$ cat src/rtl/spi_pkg.sv
// -----------------------------------------------------------------------------
// spi_pkg
// Shared types and defaults for the SPI master controller slice.
//   spi_state_e          : controller FSM states
//   SPI_DATA_W_DEFAULT   : default bits per SPI word
//   SPI_TIMEOUT_DEFAULT  : default WAIT_RX inter-beat timeout (cycles)
// -----------------------------------------------------------------------------
package spi_pkg;

  localparam int SPI_DATA_W_DEFAULT  = 8;
  localparam int SPI_TIMEOUT_DEFAULT = 64;

  typedef enum logic [2:0] {
    IDLE    = 3'd0,
    SELECT  = 3'd1,
    SHIFT   = 3'd2,
    WAIT_RX = 3'd3,
    DONE    = 3'd4
  } spi_state_e;

endpackage

$ cat src/rtl/spi_master_ctrl_if.sv
// -----------------------------------------------------------------------------
// spi_master_ctrl_if
// Bundles the host-side word handshake and the SPI-side serial signals.
//   tx_data/tx_valid/tx_ready : word in from host
//   rx_data/rx_valid/rx_err   : word (or timeout) back to host
//   ss_n/MOSI                 : select and serial data to slave
//   MISO/valid_MISO/sready    : serial data, bit strobe and ready from slave
// Modports: master (the controller), slave (host + slave side, e.g. a bench).
// -----------------------------------------------------------------------------
interface spi_master_ctrl_if
  import spi_pkg::*;
#(
  parameter int DATA_W = SPI_DATA_W_DEFAULT
) ();

  logic [DATA_W-1:0] tx_data;
  logic              tx_valid;
  logic              tx_ready;
  logic [DATA_W-1:0] rx_data;
  logic              rx_valid;
  logic              rx_err;
  logic              ss_n;
  logic              MOSI;
  logic              MISO;
  logic              valid_MISO;
  logic              sready;

  modport master (
    input  tx_data, tx_valid,
    output tx_ready,
    output rx_data, rx_valid, rx_err,
    output ss_n, MOSI,
    input  MISO, valid_MISO, sready
  );

  modport slave (
    output tx_data, tx_valid,
    input  tx_ready,
    input  rx_data, rx_valid, rx_err,
    input  ss_n, MOSI,
    output MISO, valid_MISO, sready
  );

endinterface

$ cat src/rtl/spi_shift_reg.sv
// -----------------------------------------------------------------------------
// spi_shift_reg
// Generic MSB-first shift register used for both the TX and RX paths.
//   clk, rst   : clock, asynchronous active-high reset (clears contents)
//   load       : parallel load of load_data (has priority over shift_en)
//   shift_en   : shift left by one, ser_in entering at bit 0
//   ser_out    : current MSB (serial out, MSB first)
//   par_out    : full register contents
// DATA_W must be at least 2.
// -----------------------------------------------------------------------------
module spi_shift_reg
  import spi_pkg::*;
#(
  parameter int DATA_W = SPI_DATA_W_DEFAULT
) (
  input  logic              clk,
  input  logic              rst,
  input  logic              load,
  input  logic [DATA_W-1:0] load_data,
  input  logic              shift_en,
  input  logic              ser_in,
  output logic              ser_out,
  output logic [DATA_W-1:0] par_out
);

  logic [DATA_W-1:0] sr_q;
  logic [DATA_W-1:0] sr_d;

  always_comb begin
    sr_d = sr_q;
    if (load) begin
      sr_d = load_data;
    end else if (shift_en) begin
      sr_d = {sr_q[DATA_W-2:0], ser_in};
    end
  end

  always_ff @(posedge clk or posedge rst) begin
    if (rst) begin
      sr_q <= '0;
    end else begin
      sr_q <= sr_d;
    end
  end

  assign ser_out = sr_q[DATA_W-1];
  assign par_out = sr_q;

endmodule

$ cat src/rtl/spi_master_ctrl.sv
// -----------------------------------------------------------------------------
// spi_master_ctrl
// SPI master: accepts one word from the host, selects the slave for one
// cycle, shifts the word out MSB first, then collects DATA_W MISO bits
// (strobed by valid_MISO) and returns them with a one-cycle rx_valid pulse.
//   clk  : clock, rising edge
//   rst  : asynchronous active-high reset
//   bus  : spi_master_ctrl_if.master (host handshake + SPI pins)
// Optional feature macro: SPI_MASTER_TIMEOUT_EN
//   defined   -> WAIT_RX aborts with a one-cycle rx_err pulse after TIMEOUT
//                cycles without a valid_MISO beat
//   undefined -> WAIT_RX waits indefinitely, rx_err is tied low
// -----------------------------------------------------------------------------
module spi_master_ctrl
  import spi_pkg::*;
#(
  parameter int DATA_W  = SPI_DATA_W_DEFAULT,
  parameter int TIMEOUT = SPI_TIMEOUT_DEFAULT
) (
  input logic               clk,
  input logic               rst,
  spi_master_ctrl_if.master bus
);

  localparam int               CNT_W    = $clog2(DATA_W + 1);
  localparam logic [CNT_W-1:0] LAST_BIT = CNT_W'(DATA_W - 1);

  spi_state_e        state_q, state_d;
  logic [CNT_W-1:0]  bit_cnt_q, bit_cnt_d;
  logic [DATA_W-1:0] rx_data_q, rx_data_d;

  logic              accept;
  logic              tx_load, tx_shift;
  logic              rx_clear, rx_shift;
  logic              tx_ser;
  logic [DATA_W-1:0] rx_par;
  logic              timeout_hit;
  logic [DATA_W-1:0] unused_tx_par;
  logic              unused_rx_ser;

  // tx_ready is gated by rst so it reads 0 while reset is held.
  assign bus.tx_ready = (state_q == IDLE) && bus.sready && !rst;
  assign accept       = bus.tx_valid && bus.tx_ready;

  spi_shift_reg #(.DATA_W(DATA_W)) u_tx_sr (
    .clk      (clk),
    .rst      (rst),
    .load     (tx_load),
    .load_data(bus.tx_data),
    .shift_en (tx_shift),
    .ser_in   (1'b0),
    .ser_out  (tx_ser),
    .par_out  (unused_tx_par)
  );

  spi_shift_reg #(.DATA_W(DATA_W)) u_rx_sr (
    .clk      (clk),
    .rst      (rst),
    .load     (rx_clear),
    .load_data('0),
    .shift_en (rx_shift),
    .ser_in   (bus.MISO),
    .ser_out  (unused_rx_ser),
    .par_out  (rx_par)
  );

`ifdef SPI_MASTER_TIMEOUT_EN
  localparam int TO_W = $clog2(TIMEOUT + 1);

  logic [TO_W-1:0] to_cnt_q, to_cnt_d;

  // Counts consecutive beat-less WAIT_RX cycles; zero outside WAIT_RX so it
  // starts fresh on entry. The abort fires in the TIMEOUT-th such cycle.
  assign timeout_hit = (state_q == WAIT_RX) && !bus.valid_MISO &&
                       (to_cnt_q == TO_W'(TIMEOUT - 1));

  always_comb begin
    to_cnt_d = '0;
    if ((state_q == WAIT_RX) && !bus.valid_MISO && !timeout_hit) begin
      to_cnt_d = to_cnt_q + TO_W'(1);
    end
  end

  always_ff @(posedge clk or posedge rst) begin
    if (rst) begin
      to_cnt_q <= '0;
    end else begin
      to_cnt_q <= to_cnt_d;
    end
  end
`else
  localparam int unused_timeout = TIMEOUT;

  assign timeout_hit = 1'b0;
`endif

  always_comb begin
    state_d   = state_q;
    bit_cnt_d = bit_cnt_q;
    rx_data_d = rx_data_q;
    tx_load   = 1'b0;
    tx_shift  = 1'b0;
    rx_clear  = 1'b0;
    rx_shift  = 1'b0;
    unique case (state_q)
      IDLE: begin
        if (accept) begin
          tx_load = 1'b1;
          state_d = SELECT;
        end
      end
      SELECT: begin
        bit_cnt_d = '0;
        state_d   = SHIFT;
      end
      SHIFT: begin
        tx_shift = 1'b1;
        if (bit_cnt_q == LAST_BIT) begin
          bit_cnt_d = '0;
          rx_clear  = 1'b1;
          state_d   = WAIT_RX;
        end else begin
          bit_cnt_d = bit_cnt_q + CNT_W'(1);
        end
      end
      WAIT_RX: begin
        if (timeout_hit) begin
          state_d = IDLE;
        end else if (bus.valid_MISO) begin
          rx_shift  = 1'b1;
          // Ends at DATA_W on the final beat, never past it.
          bit_cnt_d = bit_cnt_q + CNT_W'(1);
          if (bit_cnt_q == LAST_BIT) begin
            state_d = DONE;
          end
        end
      end
      DONE: begin
        rx_data_d = rx_par;
        state_d   = IDLE;
      end
      default: begin
        state_d = IDLE;
      end
    endcase
  end

  always_ff @(posedge clk or posedge rst) begin
    if (rst) begin
      state_q   <= IDLE;
      bit_cnt_q <= '0;
      rx_data_q <= '0;
    end else begin
      state_q   <= state_d;
      bit_cnt_q <= bit_cnt_d;
      rx_data_q <= rx_data_d;
    end
  end

  assign bus.ss_n     = !((state_q == SELECT) || (state_q == SHIFT) ||
                          ((state_q == WAIT_RX) && !timeout_hit));
  assign bus.MOSI     = (state_q == SHIFT) && tx_ser;
  assign bus.rx_valid = (state_q == DONE);
  // In DONE the RX shift register already holds the full word; afterwards the
  // captured copy keeps it stable while the next transaction shifts in.
  assign bus.rx_data  = (state_q == DONE) ? rx_par : rx_data_q;
  assign bus.rx_err   = timeout_hit;

endmodule
$ cat src/flat_wrapper.sv
// flat-port wrapper written by rule: the top's interface ports become plain ports
module spi_master_ctrl_flat import spi_pkg::*;
#(
  parameter int DATA_W  = SPI_DATA_W_DEFAULT,
  parameter int TIMEOUT = SPI_TIMEOUT_DEFAULT
)
  (clk, rst, bus_tx_data, bus_tx_valid, bus_tx_ready, bus_rx_data, bus_rx_valid, bus_rx_err, bus_ss_n, bus_MOSI, bus_MISO, bus_valid_MISO, bus_sready);
  spi_master_ctrl_if #(.DATA_W(DATA_W)) bus_i ();
  input logic clk;
  input logic rst;
  input wire logic [$bits(bus_i.tx_data)-1:0] bus_tx_data;
  input wire logic [$bits(bus_i.tx_valid)-1:0] bus_tx_valid;
  output wire logic [$bits(bus_i.tx_ready)-1:0] bus_tx_ready;
  output wire logic [$bits(bus_i.rx_data)-1:0] bus_rx_data;
  output wire logic [$bits(bus_i.rx_valid)-1:0] bus_rx_valid;
  output wire logic [$bits(bus_i.rx_err)-1:0] bus_rx_err;
  output wire logic [$bits(bus_i.ss_n)-1:0] bus_ss_n;
  output wire logic [$bits(bus_i.MOSI)-1:0] bus_MOSI;
  input wire logic [$bits(bus_i.MISO)-1:0] bus_MISO;
  input wire logic [$bits(bus_i.valid_MISO)-1:0] bus_valid_MISO;
  input wire logic [$bits(bus_i.sready)-1:0] bus_sready;
  assign bus_i.tx_data = bus_tx_data;
  assign bus_i.tx_valid = bus_tx_valid;
  assign bus_tx_ready = bus_i.tx_ready;
  assign bus_rx_data = bus_i.rx_data;
  assign bus_rx_valid = bus_i.rx_valid;
  assign bus_rx_err = bus_i.rx_err;
  assign bus_ss_n = bus_i.ss_n;
  assign bus_MOSI = bus_i.MOSI;
  assign bus_i.MISO = bus_MISO;
  assign bus_i.valid_MISO = bus_valid_MISO;
  assign bus_i.sready = bus_sready;
  spi_master_ctrl #(.DATA_W(DATA_W), .TIMEOUT(TIMEOUT)) u_core (.clk(clk), .rst(rst), .bus(bus_i));
endmodule
$ cat config.mk
export PLATFORM = sky130hd
export DESIGN_NAME = spi_master_ctrl_flat
export DESIGN_NICKNAME = d
export VERILOG_FILES = /design/src/rtl/spi_pkg.sv /design/src/rtl/spi_master_ctrl_if.sv /design/src/rtl/spi_shift_reg.sv /design/src/rtl/spi_master_ctrl.sv /design/src/flat_wrapper.sv
export SDC_FILE = /design/constraint.sdc
export NUM_CORES = 1
export LEC_CHECK = 0
export ABC_AREA = 1
export CORE_UTILIZATION = 40
export CTS_BUF_LIST = sky130_fd_sc_hd__clkbuf_4
export CTS_CLUSTER_SIZE = 10
export DETAILED_ROUTE_END_ITERATION = 6
export GPL_ROUTABILITY_DRIVEN = 0
export PLACE_DENSITY = 0.63
export RECOVER_POWER = 50
export SLEW_MARGIN = 20
export SYNTH_ARGS = -nofsm -noshare
export SYNTH_HDL_FRONTEND = slang
export SYNTH_SLANG_ARGS = --single-unit
$ cat constraint.sdc
create_clock -name clk -period 2.6 [get_ports clk]
set_input_delay 0.65 -clock clk [delete_from_list [all_inputs] [get_ports clk]]
set_output_delay 0.65 -clock clk [all_outputs]
set_load 0.05 [all_outputs]
==> impl_results.md <==
- Die width: 61.85 um
- Mux contribution to synthesized area: 0
- # clock sinks: 31
- Routed Antenna Nets: 0
- Syn-to-layout area delta: 32.75%
- Initial drt markers: between 50 and 60
- Adder-Cell Fraction of Synth Area: 0.008734
- Run status: finished, final reports clean
- Dpl hpwl: 2.065 mm
- VDD IR max: 0.0005249 V
- Top-count cell post-synth: nand2_1
- Commonest cells in the netlist: nand2_1 (47), dfrtp_1 (31), inv_1 (22), nand3_1 (19), o21ai_0 (16)
- R2R setup slack: approximately 1.1 ns
- Hold Slack: 0.5138 ns
- Row count: 21
- Clock root cell: clkbuf_4
- Synth Flop Type: dfrtp_1
- WL final: between 2 and 3 mm
- Worst r2r path cells: 6
- Core ar.: 3390 um^2
- FF+latch count, synth: 31
- Synth Area in Compound Gates: 0.1170
- # nets final: 213
- Syn_nets: 183
- Worst Tran Pin Value: between 0.7 and 0.8 ns
- Largest net degree at the start of global routing: 32
- Final Hold Viols: 0
- DR DRC count: 0
- Clock share of power: 0.160
- Final setup vio count: 0
- H-tree depth: 2
- Sw frac: 0.4372
- Initial Utilization: 0.4227
- Sequential share of power: 0.335
- Crit path from: rst
- Post-synth top area share: 0.5415
- Largest cells by area after synthesis: dfrtp_1 (54%), nand2_1 (12%), nand3_1 (6.6%)
- Critical Path AT: 1.75 ns
- Dpl cell area: 1812 um^2
- Setup crit end kind: primary output
- Post-Synth XOR/XNOR Area: 0.01223
- Reg-to-Reg End: u_core.bit_cnt_q[0]$_DFFE_PP0P_
- Max-slew headroom: 0.4914
- Initial antenna violation count: 0
- Antenna Diode Count: 0
- DRT Pass-1 Iters: 4
- Clk_lat worst skew: 0.33 ns
- RSZ-0062 raised after global routing: false
- R2r startpoint: u_core.state_q[0]$_DFFE_PP0P_
- First-pass GRT wire length: 4.850 mm
- Total gr overflow: 0
- Dominant cell type by area after synthesis: dfrtp_1
- Post-synthesis simple-gate area fraction: 0.2402
- Final worst-path cycle share: 0.9238
- TritonCTS Buffers: 5
- Part of the power in combinational logic: 0.505
- Share of the yosys chip area belonging to registers: 0.5415
- Largest family of logic cells by synthesized area: simple AND/OR/NAND/NOR gates
- Port Buffers: 25
- Fmax: 416.3 MHz
- Die area: ~3800 um^2
- Routed vias: roughly 1200
- Unique cell type count in the Yosys netlist: 21
- Final design utilization: 0.5611
- Io pins: 27
- MaxCap Viol Count: 0
- Crit start category: primary input
- Slew Viols, Final: 0
- Clock Path Buffers: 2
- Post-Synthesis Cells: 168
- Type of the worst min-delay path: reg -> reg
- Worst Setup EP: bus_tx_ready
- Synth warn: 0
- Minimum clock period: 2.402 ns
- Vias per inst: 4.959
- Internal power: 1.280 mW
- CTS tree: built
- Async set-or-reset flop fraction in the synthesized netlist: 1.000
- Share of layout cells above drive strength 1: 0.1658
- PD cells: 1196 nW/um^2
- Worst-path clk slew: 0.10 ns
- Syn_area_per_cell: 8.528 um^2
- Syn Std Cell Area: approximately 1400 um^2
- Die Y-Extent: 61.85 um
- Post-route setup slack: slightly below 0.2 ns
- Sw Pwr: 0.9941 mW
- Crit Path Category: in -> out
- Vias in the first global route: 1136
- Setup slack at placement: 0.3215 ns
- LEAKAGE: 0.9851 nW
- Final TNS setup: 0 ns
- Non-Filler Cell Area, Final: 1902 um^2
- Worst clock skew: 0.005368 ns
- Drt wl/cell: 11.90 um
- Total global routing track utilization: 0.1803
- Post-synth EDFFs: 0
- Req. time, crit path: 1.95 ns
- Critical path fanouts, max: 2
[state kept, by name, summed over array words and instances (netlist names)]
| name | flops |
|---|---|
| u_core.bit_cnt_q | 4 |
| u_core.rx_data_q | 8 |
| u_core.u_tx_sr.par_out | 8 |
| u_core.state_q | 3 |
| u_core.u_rx_sr.par_out | 8 |
[power by group through the flow]
| stage | clock network [mW] | logic (mW) | registers [mW] |
|---|---|---|---|
| floorplan | 0 | 0.745 | 0.742 |
| global placement | 0 | 1.10 | 0.755 |
| detailed placement | 0 | 1.12 | 0.766 |
| CTS | 0.379 | 1.14 | 0.758 |
| global route | 0.404 | 1.26 | 0.779 |
| finish | 0.365 | 1.15 | 0.761 |
[final cells by class]
type                            count  area, um^2
Tap cell                           46       57.56
Sequential cell                    31       775.7
Clock inverter                      3       38.79
Clock buffer                        5       37.54
Multi-Input combinational cell    111       559.3
Timing Repair Buffer               27       350.3
Fill cell                         315        1488
Inverter                           22       82.58
[cell usage in the layout (no fill, tap or decap), types with 2 or more instances in the layout]
cell and n:
nand2_1 46, dfrtp_1 31, inv_1 22, nand3_1 19, clkdlybuf4s50_1 12, buf_12 9
o21ai_0 8, o21ai_1 7, o22ai_1 7, o21ai_2 6, nor2_1 5, clkbuf_4 5
nor2_2 3, buf_4 3, nand2_2 2, xor2_1 2
[worst min path at each step]
| stage | startpoint | endpoint | depth (start not counted) | slack (ns) |
|---|---|---|---|---|
| finish | u_core.u_tx_sr.par_out[0]$_DFFE_PP0P_ | u_core.u_tx_sr.par_out[0]$_DFFE_PP0P_ | 2 | 0.51 |
| global route | u_core.bit_cnt_q[3]$_DFFE_PP0P_ | u_core.bit_cnt_q[3]$_DFFE_PP0P_ | 2 | 0.54 |
| CTS | u_core.u_tx_sr.par_out[5]$_DFFE_PP0P_ | u_core.u_tx_sr.par_out[6]$_DFFE_PP0P_ | 2 | 0.52 |
| detailed placement | u_core.u_tx_sr.par_out[0]$_DFFE_PP0P_ | u_core.u_tx_sr.par_out[0]$_DFFE_PP0P_ | 2 | 0.50 |
| global placement | u_core.u_tx_sr.par_out[6]$_DFFE_PP0P_ | u_core.u_tx_sr.par_out[7]$_DFFE_PP0P_ | 2 | 0.48 |
| floorplan | u_core.u_tx_sr.par_out[5]$_DFFE_PP0P_ | u_core.u_tx_sr.par_out[6]$_DFFE_PP0P_ | 2 | 0.47 |
[cell families after synthesis]
logic type               count (synthesis)
AO/OA/AOI/OAI                           29
XOR/XNOR                                 2
adder cells (fa/ha/maj)                  1
buffers and inverters                   26
flip-flops                              31
other                                    1
AND/OR/NAND/NOR                         78
[timing repair]
| item | CTS | global route |
|---|---|---|
| setup buffers | 0 | 0 |
| hold buffers | 0 | 0 |
| gates cloned | 0 | 0 |
| endpoints found under the setup margin | 3 | 9 |
| resized for setup | 1 | 12 |
[critical path, stage by stage]
cell           delay, ns
dlygate4sd3_1       0.54
inv_1               0.12
nand2_1             0.11
nor2_4              0.18
buf_12              0.15
[layer usage]
layer | global-route usage | routed length [um] | up-vias
met3 | 0.05797 | 143 | 11
met5 | 0 | 0 | -
met2 | 0.3103 | 1457 | 39
met1 | 0.2026 | 1246 | 565
met4 | 0.08571 | 69 | 0
li1 | - | - | 600
[stage by stage]
step | power (mW) | instances
after floorplan | 1.487 | 168
after global placement | 1.853 | 237
after detailed placement | 1.891 | 237
after CTS | 2.275 | 245
after global routing | 2.443 | 245
final | 2.274 | 245
Note: power is estimated with default switching activity, not from simulation.
